**config.mk**
```make
export PLATFORM = sky130hd
export DESIGN_NAME = scsp_slot_sequencer
export DESIGN_NICKNAME = d
export VERILOG_FILES = /design/src/rtl/scsp_slot_sequencer_pkg.sv /design/src/rtl/scsp_ram_arb.sv /design/src/rtl/scsp_slot_sequencer.sv
export SDC_FILE = /design/constraint.sdc
export NUM_CORES = 1
export LEC_CHECK = 0
export CORE_AREA = 2 2 130 132
export CTS_CLUSTER_SIZE = 8
export DETAILED_ROUTE_END_ITERATION = 10
export DIE_AREA = 0 0 132 134
export GPL_ROUTABILITY_DRIVEN = 0
export PLACE_DENSITY = 0.8
export SYNTH_ARGS = -nofsm -noshare
export SYNTH_HDL_FRONTEND = slang
export SYNTH_SLANG_ARGS = --single-unit
export TNS_END_PERCENT = 50
```
**constraint.sdc**
```tcl
create_clock -name clk -period 2.58 [get_ports clk]
set_input_delay 0.387 -clock clk [delete_from_list [all_inputs] [get_ports clk]]
set_output_delay 0.387 -clock clk [all_outputs]
set_load 0.005 [all_outputs]
```
**src/rtl/scsp_slot_sequencer_pkg.sv**
```systemverilog
// Shared types and sizing for the SCSP slot sequencer.
// Holds slot/phase geometry, the per-stage pipeline payload and the
// requester encoding used by the sound-RAM arbiter.
package scsp_slot_sequencer_pkg;

    localparam int unsigned SLOT_CNT     = 32;
    localparam int unsigned CYC_PER_SLOT = 16;
    localparam int unsigned EXT_PHASE    = 8;
    localparam int unsigned PIPE_STAGES  = 7;

    localparam int unsigned SLOT_W  = $clog2(SLOT_CNT);
    localparam int unsigned PHASE_W = $clog2(CYC_PER_SLOT);

    // One pipeline stage: which slot it carries and its key events.
    typedef struct packed {
        logic [SLOT_W-1:0] slot;
        logic              kon;
        logic              koff;
    } oppipe_t;

    typedef oppipe_t [1:PIPE_STAGES] oppipe_arr_t;

    typedef enum logic {
        REQ_CPU = 1'b0,
        REQ_DMA = 1'b1
    } req_t;

    localparam oppipe_t OP_PIPE_RESET = oppipe_t'(0);

endpackage

```
**src/rtl/scsp_ram_arb.sv**
```systemverilog
// Two-way round-robin arbiter for the shared external sound-RAM window.
// Ports:
//   clk, rst_n        clock, synchronous active-low reset
//   ce                clock enable; grants and pointer updates only when high
//   slot_phase        cycle within the current slot
//   cpu_req, dma_req  level requests, held until acknowledged
//   cpu_ack, dma_ack  one-cycle grants in the window cycle (combinational)
//   ext_sel           window cycle indicator (combinational)
module scsp_ram_arb
    import scsp_slot_sequencer_pkg::*;
(
    input  logic               clk,
    input  logic               rst_n,
    input  logic               ce,
    input  logic [PHASE_W-1:0] slot_phase,
    input  logic               cpu_req,
    input  logic               dma_req,
    output logic               cpu_ack,
    output logic               dma_ack,
    output logic               ext_sel
);

    req_t rr_ptr;
    req_t rr_ptr_nxt;

    // Round-robin pointer register.
    always_ff @(posedge clk) begin
        if (!rst_n) begin
            rr_ptr <= REQ_CPU;
        end else begin
            rr_ptr <= rr_ptr_nxt;
        end
    end

    // Grant decode; the pointer only moves when both requesters contend.
    always_comb begin
        rr_ptr_nxt = rr_ptr;
        cpu_ack    = 1'b0;
        dma_ack    = 1'b0;
        ext_sel    = (slot_phase == PHASE_W'(EXT_PHASE));
        if (rst_n && ce && ext_sel) begin
            if (cpu_req && dma_req) begin
                if (rr_ptr == REQ_CPU) begin
                    cpu_ack    = 1'b1;
                    rr_ptr_nxt = REQ_DMA;
                end else begin
                    dma_ack    = 1'b1;
                    rr_ptr_nxt = REQ_CPU;
                end
            end else if (cpu_req) begin
                cpu_ack = 1'b1;
            end else if (dma_req) begin
                dma_ack = 1'b1;
            end
        end
    end

endmodule

```
**src/rtl/scsp_slot_sequencer.sv**
```systemverilog
// SCSP master slot sequencer: slot/phase counters, KYONEX snapshot into
// exactly-once KON/KOFF events, the OP1..OP7 slot pipeline and the
// sound-RAM time windows.
// Ports:
//   clk, rst_n        clock, synchronous active-low reset
//   ce                clock enable; all state advances only when high
//   kyonex            one-cycle pulse, CPU wrote KX=1
//   kb                current KB bit of every slot
//   cpu_req, dma_req  sound-RAM requests (level)
//   cpu_ack, dma_ack  one-CE-cycle grants
//   slot_num          slot currently in OP1
//   slot_phase        cycle within current slot
//   sample_start      first cycle of slot 0
//   wave_sel          RAM owned by the slot datapath (phases 0,1)
//   ext_sel           RAM owned by CPU/DMA
//   op_pipe           per-stage {slot, kon, koff}, stage 1 = OP1
module scsp_slot_sequencer
    import scsp_slot_sequencer_pkg::*;
(
    input  logic                clk,
    input  logic                rst_n,
    input  logic                ce,
    input  logic                kyonex,
    input  logic [SLOT_CNT-1:0] kb,
    input  logic                cpu_req,
    input  logic                dma_req,
    output logic                cpu_ack,
    output logic                dma_ack,
    output logic [SLOT_W-1:0]   slot_num,
    output logic [PHASE_W-1:0]  slot_phase,
    output logic                sample_start,
    output logic                wave_sel,
    output logic                ext_sel,
    output oppipe_arr_t         op_pipe
);

    logic [SLOT_CNT-1:0] kb_prev,   kb_prev_nxt;
    logic [SLOT_CNT-1:0] kon_pend,  kon_pend_nxt;
    logic [SLOT_CNT-1:0] koff_pend, koff_pend_nxt;
    logic                kyon_pend, kyon_pend_nxt;
    logic [SLOT_W-1:0]   slot_num_nxt;
    logic [PHASE_W-1:0]  slot_phase_nxt;
    oppipe_arr_t         op_pipe_nxt;

    logic                last_phase;
    logic                snap;
    logic [SLOT_W-1:0]   slot_inc;
    logic [SLOT_CNT-1:0] kon_eff;
    logic [SLOT_CNT-1:0] koff_eff;

    // State register.
    always_ff @(posedge clk) begin
        if (!rst_n) begin
            slot_num   <= '0;
            slot_phase <= '0;
            op_pipe    <= {PIPE_STAGES{OP_PIPE_RESET}};
            kb_prev    <= '0;
            kon_pend   <= '0;
            koff_pend  <= '0;
            kyon_pend  <= 1'b0;
        end else begin
            slot_num   <= slot_num_nxt;
            slot_phase <= slot_phase_nxt;
            op_pipe    <= op_pipe_nxt;
            kb_prev    <= kb_prev_nxt;
            kon_pend   <= kon_pend_nxt;
            koff_pend  <= koff_pend_nxt;
            kyon_pend  <= kyon_pend_nxt;
        end
    end

    // Next-state: counters, event snapshot and pipeline shift.
    always_comb begin
        slot_num_nxt   = slot_num;
        slot_phase_nxt = slot_phase;
        op_pipe_nxt    = op_pipe;
        kb_prev_nxt    = kb_prev;
        kon_pend_nxt   = kon_pend;
        koff_pend_nxt  = koff_pend;
        kyon_pend_nxt  = kyon_pend;

        last_phase = (slot_phase == PHASE_W'(CYC_PER_SLOT - 1));
        slot_inc   = slot_num + SLOT_W'(1);
        snap       = last_phase && (slot_num == SLOT_W'(SLOT_CNT - 1)) &&
                     (kyon_pend || kyonex);
        kon_eff    = kon_pend;
        koff_eff   = koff_pend;

        if (ce) begin
            slot_phase_nxt = slot_phase + PHASE_W'(1);

            if (kyonex) begin
                kyon_pend_nxt = 1'b1;
            end

            // Snapshot edge also loads slot 0, so fresh edges bypass into OP1.
            if (snap) begin
                kon_eff       = kon_pend  | (kb & ~kb_prev);
                koff_eff      = koff_pend | (~kb & kb_prev);
                kb_prev_nxt   = kb;
                kyon_pend_nxt = 1'b0;
            end

            if (last_phase) begin
                slot_num_nxt = slot_inc;
                for (int unsigned k = PIPE_STAGES; k >= 2; k--) begin
                    op_pipe_nxt[k] = op_pipe[k-1];
                end
                op_pipe_nxt[1] = '{slot: slot_inc,
                                   kon:  kon_eff[slot_inc],
                                   koff: koff_eff[slot_inc]};
                // Each event is handed to the pipeline exactly once.
                kon_pend_nxt  = kon_eff  & ~(SLOT_CNT'(1) << slot_inc);
                koff_pend_nxt = koff_eff & ~(SLOT_CNT'(1) << slot_inc);
            end
        end
    end

    assign sample_start = (slot_num == '0) && (slot_phase == '0);
    assign wave_sel     = (slot_phase < PHASE_W'(2));

    scsp_ram_arb u_ram_arb (
        .clk        (clk),
        .rst_n      (rst_n),
        .ce         (ce),
        .slot_phase (slot_phase),
        .cpu_req    (cpu_req),
        .dma_req    (dma_req),
        .cpu_ack    (cpu_ack),
        .dma_ack    (dma_ack),
        .ext_sel    (ext_sel)
    );

endmodule

```
**Yosys cells after proc, flatten, opt, wreduce, memory -nomap -nowiden**

Index checks and enable logic that the tools add are counted.
W data, S select, Z words.

- Bits of input ports: 38
- Flip-flop bits (word level): 151
- Logic and storage cells: 77
- Output and inout bits: 63

- Bitwise operators: 9
- Reductions and logical operators: 14
- Equal/unequal tests: 3
- Shift operators: 1
- Mux-type cells: 19
- $lt $le $gt $ge: 2
- $add $sub $neg: 2

Operators by type and width:

| operator | number |
|---|---|
| $and A32 B32 Y32 | 4 |
| $mux W32 | 4 |
| $not A32 Y32 | 3 |
| $or A32 B32 Y32 | 2 |
| $shl A1 B5 Y32 const A | 1 |
| $mux W1 | 13 |
| $bmux W1 S5 | 2 |
| $eq A4 B4 Y1 const B | 2 |
| $reduce_and A2 Y1 | 4 |
| $logic_and A1 B1 Y1 | 6 |
| $lt A5 B6 Y1 const B | 1 |
| $add A5 B1 Y5 const B | 1 |
| $eq A5 B5 Y1 const B | 1 |
| $logic_not A5 Y1 | 1 |
| $add A4 B1 Y4 const B | 1 |
| $logic_not A4 Y1 | 1 |
| $lt A4 B2 Y1 const B | 1 |
| $reduce_bool A2 Y1 | 1 |
| $logic_or A1 B1 Y1 | 1 |

**Depth between registers and ports, before layout**

- Depth in word-level cells: 7
- Depth in mapped cells: 13
- Gate-level depth less buffers: 9

**Hierarchy**

A second synthesis with hierarchy kept.

- Cell total of the unflattened synthesis: 897
- Area, all modules: 6940.4 sq um

By module, submodules not included:

| module | cells each | area an instance (sq um) | seq. area each (sq um) | instances |
|---|---|---|---|---|
| scsp_slot_sequencer | 886 | 6841.6 | 3002.9 | 1 |
| scsp_ram_arb | 11 | 98.8 | 20.0 | 1 |

**Worst setup path after synthesis**

Ideal clock, no wire load.

- Path kind: register to register
- Start: reg op_pipe[44] (netlist name)
- End: reg op_pipe[42] (netlist bit)
- Buffers on the path: 4
- Cell stages (with the launch flop): 12
- Arrival: 2.458 ns
- Data required time: 2.448 ns
- Path slack: -0.010 ns
- Library setup time: 0.132 ns
- Clock period less this slack: 2.590 ns
- Path through: dfxtp_1 -> buf_6 -> inv_1 -> buf_2 -> ha_1 -> buf_2 -> buf_6 -> mux2_2 -> a221oi_1 -> o221ai_1 -> a32oi_1 -> a31oi_1

RTL lines:

| what | RTL line | RTL |
|---|---|---|
| to (signal assigned) | scsp_slot_sequencer.sv:56 | `op_pipe <= {PIPE_STAGES{OP_PIPE_RESET}};` |
| to (signal assigned) | scsp_slot_sequencer.sv:64 | `op_pipe <= op_pipe_nxt;` |
| to (decl) | scsp_slot_sequencer.sv:34 | `output oppipe_arr_t op_pipe` |

**Worst setup path after layout**

- Start: reg slot_phase[1]
- End: out dma_ack

- Longest elaborated chain between the ends: 3

RTL lines:

| what | RTL line | RTL |
|---|---|---|
| from (decl) | scsp_slot_sequencer.sv:30 | `output logic [PHASE_W-1:0] slot_phase,` |
| from (signal assigned) | scsp_slot_sequencer.sv:63 | `slot_phase <= slot_phase_nxt;` |
| $eq A4 B4 Y1 | scsp_ram_arb.sv:40 | `ext_sel = (slot_phase == PHASE_W'(EXT_PHASE));` |
| $logic_and A1 B1 Y1 | scsp_ram_arb.sv:41 | `if (rst_n && ce && ext_sel) begin` |
| $mux W1 | scsp_ram_arb.sv:41 |  |
| to (decl) | scsp_slot_sequencer.sv:28 | `output logic dma_ack,` |

No other way between the ends.

==> results.toml <==
[cells_and_area]
stdcell_area_um2 = 9070
final_core_util_pct = 55.7
final_cells = 1206
areaGrowthSynthToFinish_pct = 26.0
nFillCells = 1435
num-nets-final = 1021
multi_input_area_um2 = 3670
seq_area_um2 = 3030
diodes = 0
final_layout_size_suffix_gt1_share_pct = 8.32

[power]
combPwrFrac_pct = 4.2
ir_worst_vdd_v = 0.000478
pwr-share-seq_pct = 44.9
power_leakage_nw = 3.11
clkPwrFrac_pct = 51.0
power.switching_mw = 1.07
intPower_mw = 4.15
switching_share_pct = 20.5
p_per_area_nw_per_um2 = 576

[min_path]
hold_path_class = "reg2reg"
hp-start = "op_pipe[6]"
hold_depth = 2
hold_end = "op_pipe[6]"

[yosys]
syn_area_um2 = 7200
synth.distinct_cells = 66
synth.ff_latch_count = 151
ys_seq_area_share_pct = 42.0
synth_edf_count = 0
avgSynthCellArea_um2 = 8.06
async_reset_ff_share_pct = 0
syn_inst = 893
yosysWarningCount = 0
syn_nets = 939
yosys_most_used_dff = "dfxtp_1"

[critical_path]
slowest_delay_ps = 510
worstPathMaxFanout = 6
slowest_stage = "clkdlybuf4s50_1"
r2r_slack_ps = 160
cp.arrival_ps = 2050
worstPathBufferInverterCount = 2
path_cells = "inv_1 -> ha_1 -> and3b_1 -> and2_1 -> nand2_1 -> nor2_1 -> clkdlybuf4s50_1"
criticalPathCategory = "reg2out"
ff2ff_path_depth = 10
worstReg2RegStart = "op_pipe[45]"
cp-end-kind = "primary output"
startpoint_type = "register"
reg2reg_to = "op_pipe[43]"
cp_top_family = "buffers and inverters"
critPathRequiredTime_ps = 2190

[global_route]
overflow = 0
grt_pass1_wl_um = 33100
grt_usage_pct = 23.3
grt.busiest_layer = "met2"
grtUsageMet1_pct = 29.9
grt_pass1_vias = 6544
grt_start_max_net_pins = 123
grt_use_met3_pct = 5.71
grtUsageMet2_pct = 38.1
grt_antenna_before_repair = 0

[clock_tree]
numCtsBuffers = 17
path_clk_slew_ps = 60
cts_htree_levels = 4
clk-insertion-delay-late_ps = 440
postCtsHoldBufs = 0
cts_tree = "built"
clockBufferDepth = 2
cts-root-buf = "clkbuf_16"
clock-sinks = 151

[timing]
slew_violations = 0
post-route-min-period_ps = 2440
slew_headroom_pct = 63.3
tns_ps = 0
finalHoldViolCount = 0
worst_pin_slew_ps = 550
setup_viol = 0
finalClockSkew_ps = 8.65
clock.fmax_mhz = 410
rsz0062_at_grt = "false"
post-route-period-util_pct = 94.5

[placement]
hpwl_um = 13800
io_buffers = 100
placed_area_um2 = 8430
dp_cells = 1176

[floorplanning]
ios = 101
dieArea_um2 = 17700
start_util_pct = 44.2
die_h_um = 134
die-width_um = 132
num_rows = 47
coreArea_um2 = 16300

[detailed_routing]
drt_iter0_drc = 731
routed_via_density = 5.74
wirelength_um = 20600
wl_per_cell_um = 17.1
dr.pass1.iters = 6
dr_total_vias = 6917
route.detailed.drc = 0
antenna_left = 0

[outcome]
outcome = "finished clean"

[job]
maxCapViolCount = 0
[how the worst max path moves through the flow]
stage / startpoint / slack, ps / cells past startpoint / end
2_1_floorplan: op_pipe[44] / 90 / 11 / op_pipe[42]
3_3_place_gp: kyonex / 110 / 7 / op_pipe[43]
3_5_place_dp: kyonex / 90 / 8 / op_pipe[43]
4_1_cts: op_pipe[45] / 80 / 10 / op_pipe[43]
5_1_grt: slot_phase[1] / 0.03 / 7 / dma_ack
6_report: slot_phase[1] / 140 / 7 / dma_ack
[layout make-up]
| cell class | count | area share, % |
|---|---|---|
| multi-input combinational | 626 | 40.4 |
| sequential | 151 | 33.4 |
| timing repair buffer | 128 | 14.1 |
| clock buffer | 22 | 5.34 |
| tap | 220 | 3.03 |
| inverter | 51 | 2.11 |
| clock inverter | 8 | 1.60 |
[cell usage in the layout (no fill, tap or decap), drive strengths merged, types with 6 or more instances in the layout]
cell type,instances
nand2,171
dfxtp,151
clkdlybuf4s50,98
nor2,85
a21boi,78
inv,51
a31oi,48
o21ai,39
a21oi,33
buf,29
clkbuf,22
nor2b,17
nor4,11
nand3,11
nor3,8
nand4,8
ha,8
o311ai,8
and2,7
and3,6
a211oi,6
xnor2,6
[tightest hold or removal path, cell delays in order (launching register included)]
cell and delay [ps]:
dfxtp_1 300, nand2_1 40, a21boi_0 60
[cell usage after synthesis, types with 4 or more instances]
cell type | number | area share, %
mux2i_1 | 4 | 0.56
nand3_1 | 9 | 0.63
and3_1 | 6 | 0.52
nor2_1 | 84 | 4.4
clkbuf_1 | 24 | 1.3
nor2b_1 | 17 | 1.5
xnor2_1 | 5 | 0.61
a211oi_1 | 6 | 0.63
dfxtp_1 | 151 | 42
nor3b_1 | 5 | 0.52
nor4_1 | 11 | 0.96
a21boi_0 | 78 | 8.1
and2_1 | 7 | 0.61
o311ai_0 | 6 | 0.73
nand2_1 | 171 | 8.9
ha_1 | 8 | 1.4
buf_2 | 22 | 1.5
a21oi_1 | 33 | 2.3
buf_4 | 11 | 1.1
a221oi_1 | 5 | 0.61
inv_1 | 51 | 2.7
mux4_2 | 4 | 1.3
a32oi_1 | 4 | 0.49
buf_1 | 5 | 0.26
nand4_1 | 8 | 0.70
o221ai_1 | 4 | 0.49
a31oi_1 | 48 | 4.2
nor3_1 | 8 | 0.56
o21ai_0 | 38 | 2.6
a311oi_1 | 5 | 0.61
mux2_2 | 4 | 0.63
[metal layers]
metal | up-vias | wire length (µm) | part of all wire, %
li1 | 3268 | - | -
met1 | 3210 | 8550 | 42
met2 | 374 | 9600 | 47
met3 | 65 | 1850 | 9.0
met4 | 0 | 580 | 2.8
met5 | - | 0 | 0
[logic make-up after synthesis]
logic type,after synthesis,synth area share (%)
AND/OR/NAND/NOR,343,21.3
AO/OA/AOI/OAI,254,24.3
flip-flops,151,42.0
buffers and inverters,116,7.32
multiplexers,12,2.43
XOR/XNOR,9,1.30
adder cells (fa/ha/maj),8,1.39
[state kept, by name, indices dropped and copies added, names as in the netlist]
| signal | cells |
|---|---|
| u_ram_arb.rr_ptr | 1 |
| koff_pend | 32 |
| kb_prev | 32 |
| op_pipe | 49 |
| slot_phase | 4 |
| kyon_pend | 1 |
| kon_pend | 32 |
[per-stage QoR]
stage                     hold slack [ps]  power (mW)  setup WS [ps]
after floorplan                       429        2.49           89.6
after global placement                443        2.61            113
after detailed placement              451        2.61           86.2
after CTS                             465        5.24           81.4
after global routing                  487        5.36         0.0346
final                                 463        5.22            142
[power by group through the flow]
| stage | combinational (mW) | clock, mW | sequential, mW |
|---|---|---|---|
| 5_1_grt | 0.235 | 2.78 | 2.34 |
| 3_3_place_gp | 0.211 | 0 | 2.39 |
| 4_1_cts | 0.214 | 2.68 | 2.34 |
| 2_1_floorplan | 0.0930 | 0 | 2.39 |
| 3_5_place_dp | 0.212 | 0 | 2.39 |
| 6_report | 0.217 | 2.66 | 2.34 |
[what timing repair did]
item                                    CTS  global route
cloned                                    0             0
buffers inserted                          0             0
endpoints found under the setup margin    1            24
gates resized for setup                   1             3
(Power assumes the default switching activity.)
